$ cat src/rtl/exception_commit_ctrl.sv
// exception_commit_ctrl: picks the winning MEM-stage exception, drains the data bus,
// then pulses flush/CP0 update and hands a redirect PC to IF.
module exception_commit_ctrl #(
  parameter int          CNT_W    = 3,
  parameter logic [31:0] EXC_BASE = 32'h8000_0000,
  parameter logic [31:0] BEV_BASE = 32'hBFC0_0200
) (
  input  logic        clk,
  input  logic        resetn,
  input  logic        MEM_Valid,
  input  logic [18:0] MEM_ExceptType,
  input  logic [31:0] MEM_PC,
  input  logic        MEM_IsInDelaySlot,
  input  logic [31:0] MEM_VAddr,
  input  logic        CP0_Status_BEV,
  input  logic [31:0] CP0_EPC,
  input  logic        bus_req_fire,
  input  logic        bus_resp_fire,
  input  logic        redirect_ready,
  output logic        stall_o,
  output logic        flush_o,
  output logic        cp0_exc_we,
  output logic [4:0]  cp0_exccode,
  output logic [31:0] cp0_epc,
  output logic        cp0_bd,
  output logic        cp0_badvaddr_we,
  output logic [31:0] cp0_badvaddr,
  output logic        cp0_eret,
  output logic        redirect_valid,
  output logic [31:0] redirect_pc
);
  typedef enum logic [1:0] {IDLE, DRAIN, FLUSH, REDIR} state_e;
  typedef enum logic [1:0] {K_EXC, K_ERET, K_REFETCH} kind_e;
  // ExcCode per vector bit; bit 0 is the highest priority (Interrupt), 17 = Eret, 18 = Refetch
  localparam logic [4:0] CODE [19] = '{5'd0, 5'd4, 5'd2, 5'd2, 5'd10, 5'd11, 5'd8, 5'd9, 5'd12,
                                       5'd13, 5'd4, 5'd5, 5'd2, 5'd2, 5'd3, 5'd3, 5'd1, 5'd0, 5'd0};
  state_e           state_q, state_d;
  kind_e            kind_q, kind_d;
  logic [CNT_W-1:0] cnt_q, cnt_d;
  logic [4:0]       sel, code_q;
  logic [31:0]      epc_q, epc_d, bva_q, bva_d, tgt_q, tgt_d;
  logic             bd_q, bvwe_q, bvwe_d, pc_cause, mem_cause, refill, trigger;
  always_comb begin
    sel = 5'd0;
    for (int i = 18; i >= 0; i--) if (MEM_ExceptType[i]) sel = 5'(i);
  end
  assign trigger   = resetn & MEM_Valid & (|MEM_ExceptType) & (state_q == IDLE);
  assign pc_cause  = sel inside {[5'd1:5'd3]};
  assign mem_cause = sel inside {[5'd10:5'd16]};
  assign refill    = sel == 5'd2 || sel == 5'd12 || sel == 5'd14;
  assign kind_d    = sel == 5'd17 ? K_ERET : sel == 5'd18 ? K_REFETCH : K_EXC;
  assign epc_d     = MEM_IsInDelaySlot ? MEM_PC - 32'd4 : MEM_PC;
  assign bva_d     = pc_cause ? MEM_PC : MEM_VAddr;
  assign bvwe_d    = pc_cause | mem_cause;
  assign tgt_d     = kind_d == K_ERET ? CP0_EPC : kind_d == K_REFETCH ? MEM_PC :
                     (CP0_Status_BEV ? BEV_BASE : EXC_BASE) + (refill ? 32'h0 : 32'h180);
  // Saturating in-flight count; simultaneous request and response cancel out
  assign cnt_d = (bus_req_fire & ~bus_resp_fire & ~&cnt_q) ? cnt_q + 1'b1 :
                 (bus_resp_fire & ~bus_req_fire & |cnt_q) ? cnt_q - 1'b1 : cnt_q;
  always_ff @(posedge clk or negedge resetn) begin
    if (!resetn) begin
      state_q <= IDLE;
      cnt_q   <= '0;
    end else begin
      state_q <= state_d;
      cnt_q   <= cnt_d;
    end
  end
  always_ff @(posedge clk or negedge resetn) begin
    if (!resetn) begin
      kind_q <= K_EXC;
      code_q <= '0;
      epc_q  <= '0;
      bd_q   <= 1'b0;
      bva_q  <= '0;
      bvwe_q <= 1'b0;
      tgt_q  <= '0;
    end else if (trigger) begin
      kind_q <= kind_d;
      code_q <= CODE[sel];
      epc_q  <= epc_d;
      bd_q   <= MEM_IsInDelaySlot;
      bva_q  <= bva_d;
      bvwe_q <= bvwe_d;
      tgt_q  <= tgt_d;
    end
  end
  always_comb begin
    state_d = (trigger || state_q == DRAIN) ? (|cnt_d ? DRAIN : FLUSH) :
              state_q == FLUSH ? REDIR :
              (state_q == REDIR && redirect_ready) ? IDLE : state_q;
  end
  always_comb begin
    stall_o         = (state_q != IDLE) | trigger;
    flush_o         = state_q == FLUSH;
    cp0_exc_we      = state_q == FLUSH && kind_q == K_EXC;
    cp0_eret        = state_q == FLUSH && kind_q == K_ERET;
    cp0_exccode     = cp0_exc_we ? code_q : 5'd0;
    cp0_epc         = cp0_exc_we ? epc_q : 32'd0;
    cp0_bd          = cp0_exc_we & bd_q;
    cp0_badvaddr_we = cp0_exc_we & bvwe_q;
    cp0_badvaddr    = cp0_badvaddr_we ? bva_q : 32'd0;
    redirect_valid  = state_q == REDIR;
    redirect_pc     = redirect_valid ? tgt_q : 32'd0;
  end
endmodule

$ cat config.mk
export PLATFORM = sky130hd
export DESIGN_NAME = exception_commit_ctrl
export DESIGN_NICKNAME = d
export VERILOG_FILES = /design/src/rtl/exception_commit_ctrl.sv
export SDC_FILE = /design/constraint.sdc
export NUM_CORES = 1
export LEC_CHECK = 0
export CORE_MARGIN = 2
export CORE_UTILIZATION = 30
export CTS_CLUSTER_DIAMETER = 30
export CTS_CLUSTER_SIZE = 24
export DETAILED_ROUTE_END_ITERATION = 8
export PLACE_DENSITY = 0.6
export SYNTH_ARGS = -nofsm -noshare
export SYNTH_HDL_FRONTEND = slang
export SYNTH_SLANG_ARGS = --single-unit
$ cat constraint.sdc
create_clock -name clk -period 2.55 [get_ports clk]
set_input_delay 0.51 -clock clk [delete_from_list [all_inputs] [get_ports clk]]
set_output_delay 0.51 -clock clk [all_outputs]
set_load 0.03 [all_outputs]
==> impl_metrics.yaml, run 1 <==
yosys:
  synth_top_area_share: 0.422
  ys_top_cells_by_count: "nor2_1, dfrtp_1, nand2_1, and3_1, a21oi_1"
  seq_area_frac_synth: 0.422
  synthesis.nets: 898
  synth_area_leaders: "dfrtp_1, nor2_1, and3_1"
  yosysWarnings: 0
  synth_edf_count: 0
  synthMostInstantiatedCell: "nor2_1"
  syn_area_um2: 6470
  synth-main-ff-cell: "dfrtp_1"
  ys_types: 53
  avgSynthCellArea_um2: 8.43
  ys_seq_elements: 109
  yosys.area.top_type: "dfrtp_1"
  synthCells: 767
  async_flop_share: 1.00
timing:
  relSlewSlack: 0.510
  min_period_ns: 2.82
  fin_skew_ns: 0.00786
  worst_slew_pin_slew_ns: 0.735
  fin_crit_sh: 1.11
  setup_ws_ns: -0.269
  finalHoldViolations: 0
  hold_slack_ns: 0.385
  setup_viol: 33
  maxSlewViolCount: 0
  fmax_ghz: 0.355
  grt_setup_unrepaired: "true"
hold_path:
  min_path_type: "in2async"
grt:
  grt_usage: 0.206
  grt_pass1_wl_mm: 36.1
  grt_pass1_vias: 6547
  antenna_found_initial: 0
  grt.overflow.total: 0
  grt_max_degree: 57
power:
  pwr_density_cell_nw_per_um2: 827
  leakagePower_nw: 4.97
  irDropWorstVdd_mv: 0.442
  power_mw: 8.71
clock_tree:
  ctsHoldBuffers: 0
  ctsHtreeMaxLevel: 3
  clock_latency_ns: 0.35
  cts.reportedPaths.clkPinSlew_ns: 0.08
  cts_tree: "done"
  cts.sinks: 109
  cts_root_buffer: "clkbuf_16"
  cts_buffer_depth: 2
  numCtsBuffers: 9
route:
  drcViolationCount: 0
  drt_pass1_iterations: 5
  wl_per_cell_um: 17.6
  via_count: 6650
  ant_nets: 0
  drt_first_iter_violations: 316
  wl_mm: 23.7
  vias_per_cell: 4.92
critical_path:
  startpoint_type: "input pin"
  crit_fanout: 5
  crit_required_ns: 2.78
  crit_type: "in2reg"
  crit_start: "MEM_ExceptType[11]"
  cp-end-kind: "flip-flop"
  reg2reg_from: "cnt_q[0]"
  arrival_ns: 3.05
layout:
  insertedDiodeCount: 0
  nFillCells: 2033
  seqCellArea_um2: 2730
  finalInstanceArea_um2: 10500
  layoutNonFillerInstCount: 1351
  multi_input_area_um2: 3830
  syn_to_final_growth_pct: 62.8
  final_nets: 1202
  drive_above_1_share: 0.295
outcome:
  violations: "negative setup slack"
  status: "complete, but fails checks"
placed_design:
  place.gp.congestion: 0.797
  dp_cells: 1324
  numPortBuffers: 229
  pre_cts_slack_ns: -1.06
  hpwl_mm: 17.2
  placed_cell_area_um2: 9770
floorplanning:
  ios: 231
  fp.dieArea_um2: 22700
  die_h_um: 151
  num_rows: 53
  start_util: 0.307
  fp.dieW_um: 151
  coreArea_um2: 21100
job:
  drv_cap: 0
## power breakdown
part / internal, mW / total, mW / leakage [nW] / switching (mW)
Clock: 0.874 / 1.56 / 0.159 / 0.691
Sequential: 2.53 / 2.94 / 1.31 / 0.405
Combinational: 1.76 / 4.20 / 3.50 / 2.44
## stage by stage
stage,TNS [ns],util
2_1_floorplan,-16.65,-
3_3_place_gp,-65.35,0.463
3_5_place_dp,-67.50,0.463
4_1_cts,-10.84,0.491
5_1_grt,-10.0,0.499
6_report,-7.05,0.499
## layout make-up
type / count / share of cell area
multi-input combinational: 591 / 0.364
clock inverter: 6 / 0.00891
inverter: 10 / 0.00428
sequential: 109 / 0.259
tap: 275 / 0.0327
timing repair buffer: 350 / 0.309
clock buffer: 10 / 0.0217
## cell usage in the layout, fill, tap and decap left out, types with 3 or more instances in the layout
cell type / instances
a21o_1: 3
a21oi_1: 55
a221oi_1: 17
a221oi_2: 5
and2_1: 40
and3_1: 64
buf_12: 22
buf_2: 5
buf_4: 193
buf_6: 16
clkbuf_16: 9
clkbuf_2: 5
clkdlybuf4s50_1: 92
dfrtp_1: 109
dlygate4sd2_1: 7
dlymetal6s2s_1: 6
ha_1: 5
inv_1: 8
mux2i_1: 28
mux2i_2: 4
nand2_1: 77
nand2b_1: 6
nand3_1: 3
nor2_1: 121
nor2b_1: 3
nor3_1: 14
nor3_2: 3
nor4_1: 4
nor4_4: 6
nor4b_4: 3
o21ai_0: 39
o21ai_1: 9
or3_4: 3
or4_4: 4
xnor2_1: 18
xor2_1: 11
## state kept, by name (all words and copies together) (netlist names)
signal	flops
bd_q	1
bva_q	32
bvwe_q	1
cnt_q	3
code_q	4
epc_q	32
kind_q	2
state_q	2
tgt_q	32
## cell families after synthesis
family	Yosys count	share of synthesized area
AO/OA/AOI/OAI	148	0.140
XOR/XNOR	29	0.0393
adder cells (fa/ha/maj)	8	0.0155
multiplexers	32	0.0495
AND/OR/NAND/NOR	373	0.290
flip-flops	109	0.422
buffers and inverters	67	0.0435
other	1	0.000580
## path summary, 6_finish.rpt
kind                              end  slack, ns  cells past startpoint
max                          bva_q[2]      -0.27                     14
min                            bvwe_q       0.39                      2
max reg2reg                state_q[0]       0.59                      9
min reg2reg                 epc_q[17]       0.48                      2
max in group asynchronous   code_q[1]       1.68                      2
min in group clk            epc_q[17]       0.48                      2
## per-layer routing
metal	wire length, µm	vias up	part of all wire	track usage
li1	-	3263	-	-
met3	1370	12	0.058	0.0334
met5	0	-	0	0
met1	10500	3167	0.44	0.281
met2	11700	208	0.49	0.349
met4	165	0	0.0070	0.0364
## worst max-delay path: stages
cell	delay (ns)
buf_6	0.09
or4_4	0.53
o221ai_4	0.15
a311o_2	0.32
clkinv_4	0.08
ha_4	0.16
inv_4	0.05
a211oi_4	0.04
a2111oi_4	0.44
buf_6	0.22
buf_6	0.13
buf_6	0.09
mux2i_1	0.16
a21oi_1	0.07
## what timing repair did
item | in CTS | in global routing
setup endpoints to repair | 81 | 88
gates resized for setup | 97 | 53
setup buffers | 11 | 1
cloned | 2 | 0
pin swaps | 26 | 32
Note: power is estimated with default switching activity, not from simulation.
==> run 2, diff against run 1 <==
CORE_MARGIN = default   (was 2)
CTS_CLUSTER_SIZE = default   (was 24)
clock period = 3.6 ns   (was 2.55 ns; I/O delays follow)
==> impl_metrics.yaml, run 2 (synthesized netlist as in run 1, its figures left out) <==
outcome:
  status: "complete, no violations"
critical_path:
  crit_type: "in2reg"
  crit_top_cell: "buf_4"
  arrival_ns: 3.71
  cp_slowest_stage_delay_ns: 0.55
  crit_required_ns: 3.88
  cp-end-kind: "flip-flop"
  crit_fanout: 17
  crit_chain: "clkdlybuf4s50_1, or4_1, o221ai_2, a311o_1, buf_4, ha_1, o21ai_0, nor3_1, a2111oi_4, buf_4, clkbuf_16, mux2i_1, a21oi_1"
  startpoint_type: "input pin"
  cpMaxStageDelayCell: "or4_1"
clock_tree:
  cts.reportedPaths.clkPinSlew_ns: 0.08
  ctsHtreeMaxLevel: 3
  cts_root_buffer: "clkbuf_16"
  ctsHoldBuffers: 0
  cts_tree: "done"
  cts_buffer_depth: 2
  cts.sinks: 109
  clock_latency_ns: 0.35
  numCtsBuffers: 9
timing:
  min_period_ns: 3.43
  relSlewSlack: 0.419
  finalHoldViolations: 0
  maxSlewViolCount: 0
  worst_slew_pin_slew_ns: 0.871
  setup_ws_ns: 0.171
  fin_crit_sh: 0.953
  timing.setup.tns_ns: 0
  setup_viol: 0
  fmax_ghz: 0.292
  fin_skew_ns: 0.00604
layout:
  final_cell_mix: "clkdlybuf4s50_1, buf_4, nor2_1"
  syn_to_final_growth_pct: 50.0
  fin_util: 0.460
  final_nets: 1148
  mostFrequentLayoutCell: "clkdlybuf4s50_1"
  drive_above_1_share: 0.171
  reg_top3: "bva_q: 32 flops, epc_q: 32 flops, tgt_q: 32 flops"
floorplanning:
  fp.dieArea_um2: 22100
  coreArea_um2: 21100
  start_util: 0.307
  fp.dieW_um: 149
  num_rows: 53
  die_h_um: 149
  ios: 231
route:
  drt_first_iter_violations: 256
  vias_per_cell: 4.92
  wl_mm: 22.6
  wl_met2_mm: 10.8
  top_layer_used: "met4"
  drcViolationCount: 0
  wl_met3_mm: 1.05
  ant_nets: 0
  drt_pass1_iterations: 5
  wl_per_cell_um: 17.4
  via_count: 6391
  wirelength_met1_mm: 10.5
placed_design:
  pre_cts_slack_ns: -0.235
  hpwl_mm: 16.1
  place.gp.congestion: 0.859
  numPortBuffers: 229
hold_path:
  min_path_type: "reg2reg"
power:
  irDropWorstVdd_mv: 0.300
  pwr_density_cell_nw_per_um2: 616
  power_mw: 5.98
  leakagePower_nw: 4.40
grt:
  grt_pass1_vias: 6306
  grt_pass1_wl_mm: 34.6
  grt_max_degree: 70
  antenna_found_initial: 1
  grt_usage: 0.202
  grt.overflow.total: 0
job:
  drv_cap: 0
## run 2: changes by cell type in the layout (fill, tap and decap cells not counted), sizes merged
cell,delta
buf,-99
clkdlybuf4s50,+64
dlygate4sd2,-7
dlymetal6s2s,-6
clkbuf,-3
clkdlybuf4s15,-2
bufinv,-1
clkinv,-1
diode,+1
inv,+1
## run 2: timing repair
action | in CTS | in global routing
setup buffers | 0 | 2
endpoints found under the setup margin | 0 | 28
resized for setup | 0 | 5
## run 2: worst paths after layout
kind,start,to,slack [ns],depth (start not counted)
hold reg to reg,epc_q[17],epc_q[17],0.47,2
setup / recovery,MEM_ExceptType[10],bva_q[14],0.17,13
hold / removal,epc_q[17],epc_q[17],0.47,2
max in group asynchronous,resetn,epc_q[23],1.81,3
min in group asynchronous,resetn,cnt_q[1],0.53,2
setup reg to reg,cnt_q[1],state_q[1],1.34,9
## run 2: area by class of cell
type	instances	area, µm²
Clock buffer	11	253
Fill cell	2132	11400
Multi-Input combinational cell	591	3500
Inverter	10	38.8
Clock inverter	5	65.1
Antenna cell	1	2.50
Timing Repair Buffer	296	2780
Sequential cell	109	2730
Tap cell	275	344
## run 2: worst max-delay path, delay by kind of cell
| family | cells | cell delay [ns] |
|---|---|---|
| AND/OR/NAND/NOR | 2 | 0.90 |
| multiplexers | 1 | 0.14 |
| buffers and inverters | 4 | 0.97 |
| AO/OA/AOI/OAI | 5 | 0.81 |
| adder cells (fa/ha/maj) | 1 | 0.17 |
## run 2: layer usage
layer,track usage,up-vias
li1,-,3167
met1,0.273,3035
met2,0.336,169
met3,0.0352,20
met4,0.0490,0
met5,0,-
## run 2: where the power goes
group / internal (mW) / leakage (nW) / switching, mW
registers: 1.79 / 1.31 / 0.339
clock network: 0.588 / 0.157 / 0.491
logic: 1.16 / 2.93 / 1.60
total: 3.54 / 4.39 / 2.43
## run 2: per-stage QoR
stage | instances | area, µm² | hold slack, ns
global placement | 1278 | 9340 | 0.450
floorplan | 767 | 6470 | 0.424
global route | 1297 | 9700 | 0.503
detailed placement | 1278 | 9340 | 0.456
finish | 1298 | 9700 | 0.473
CTS | 1294 | 9650 | 0.479
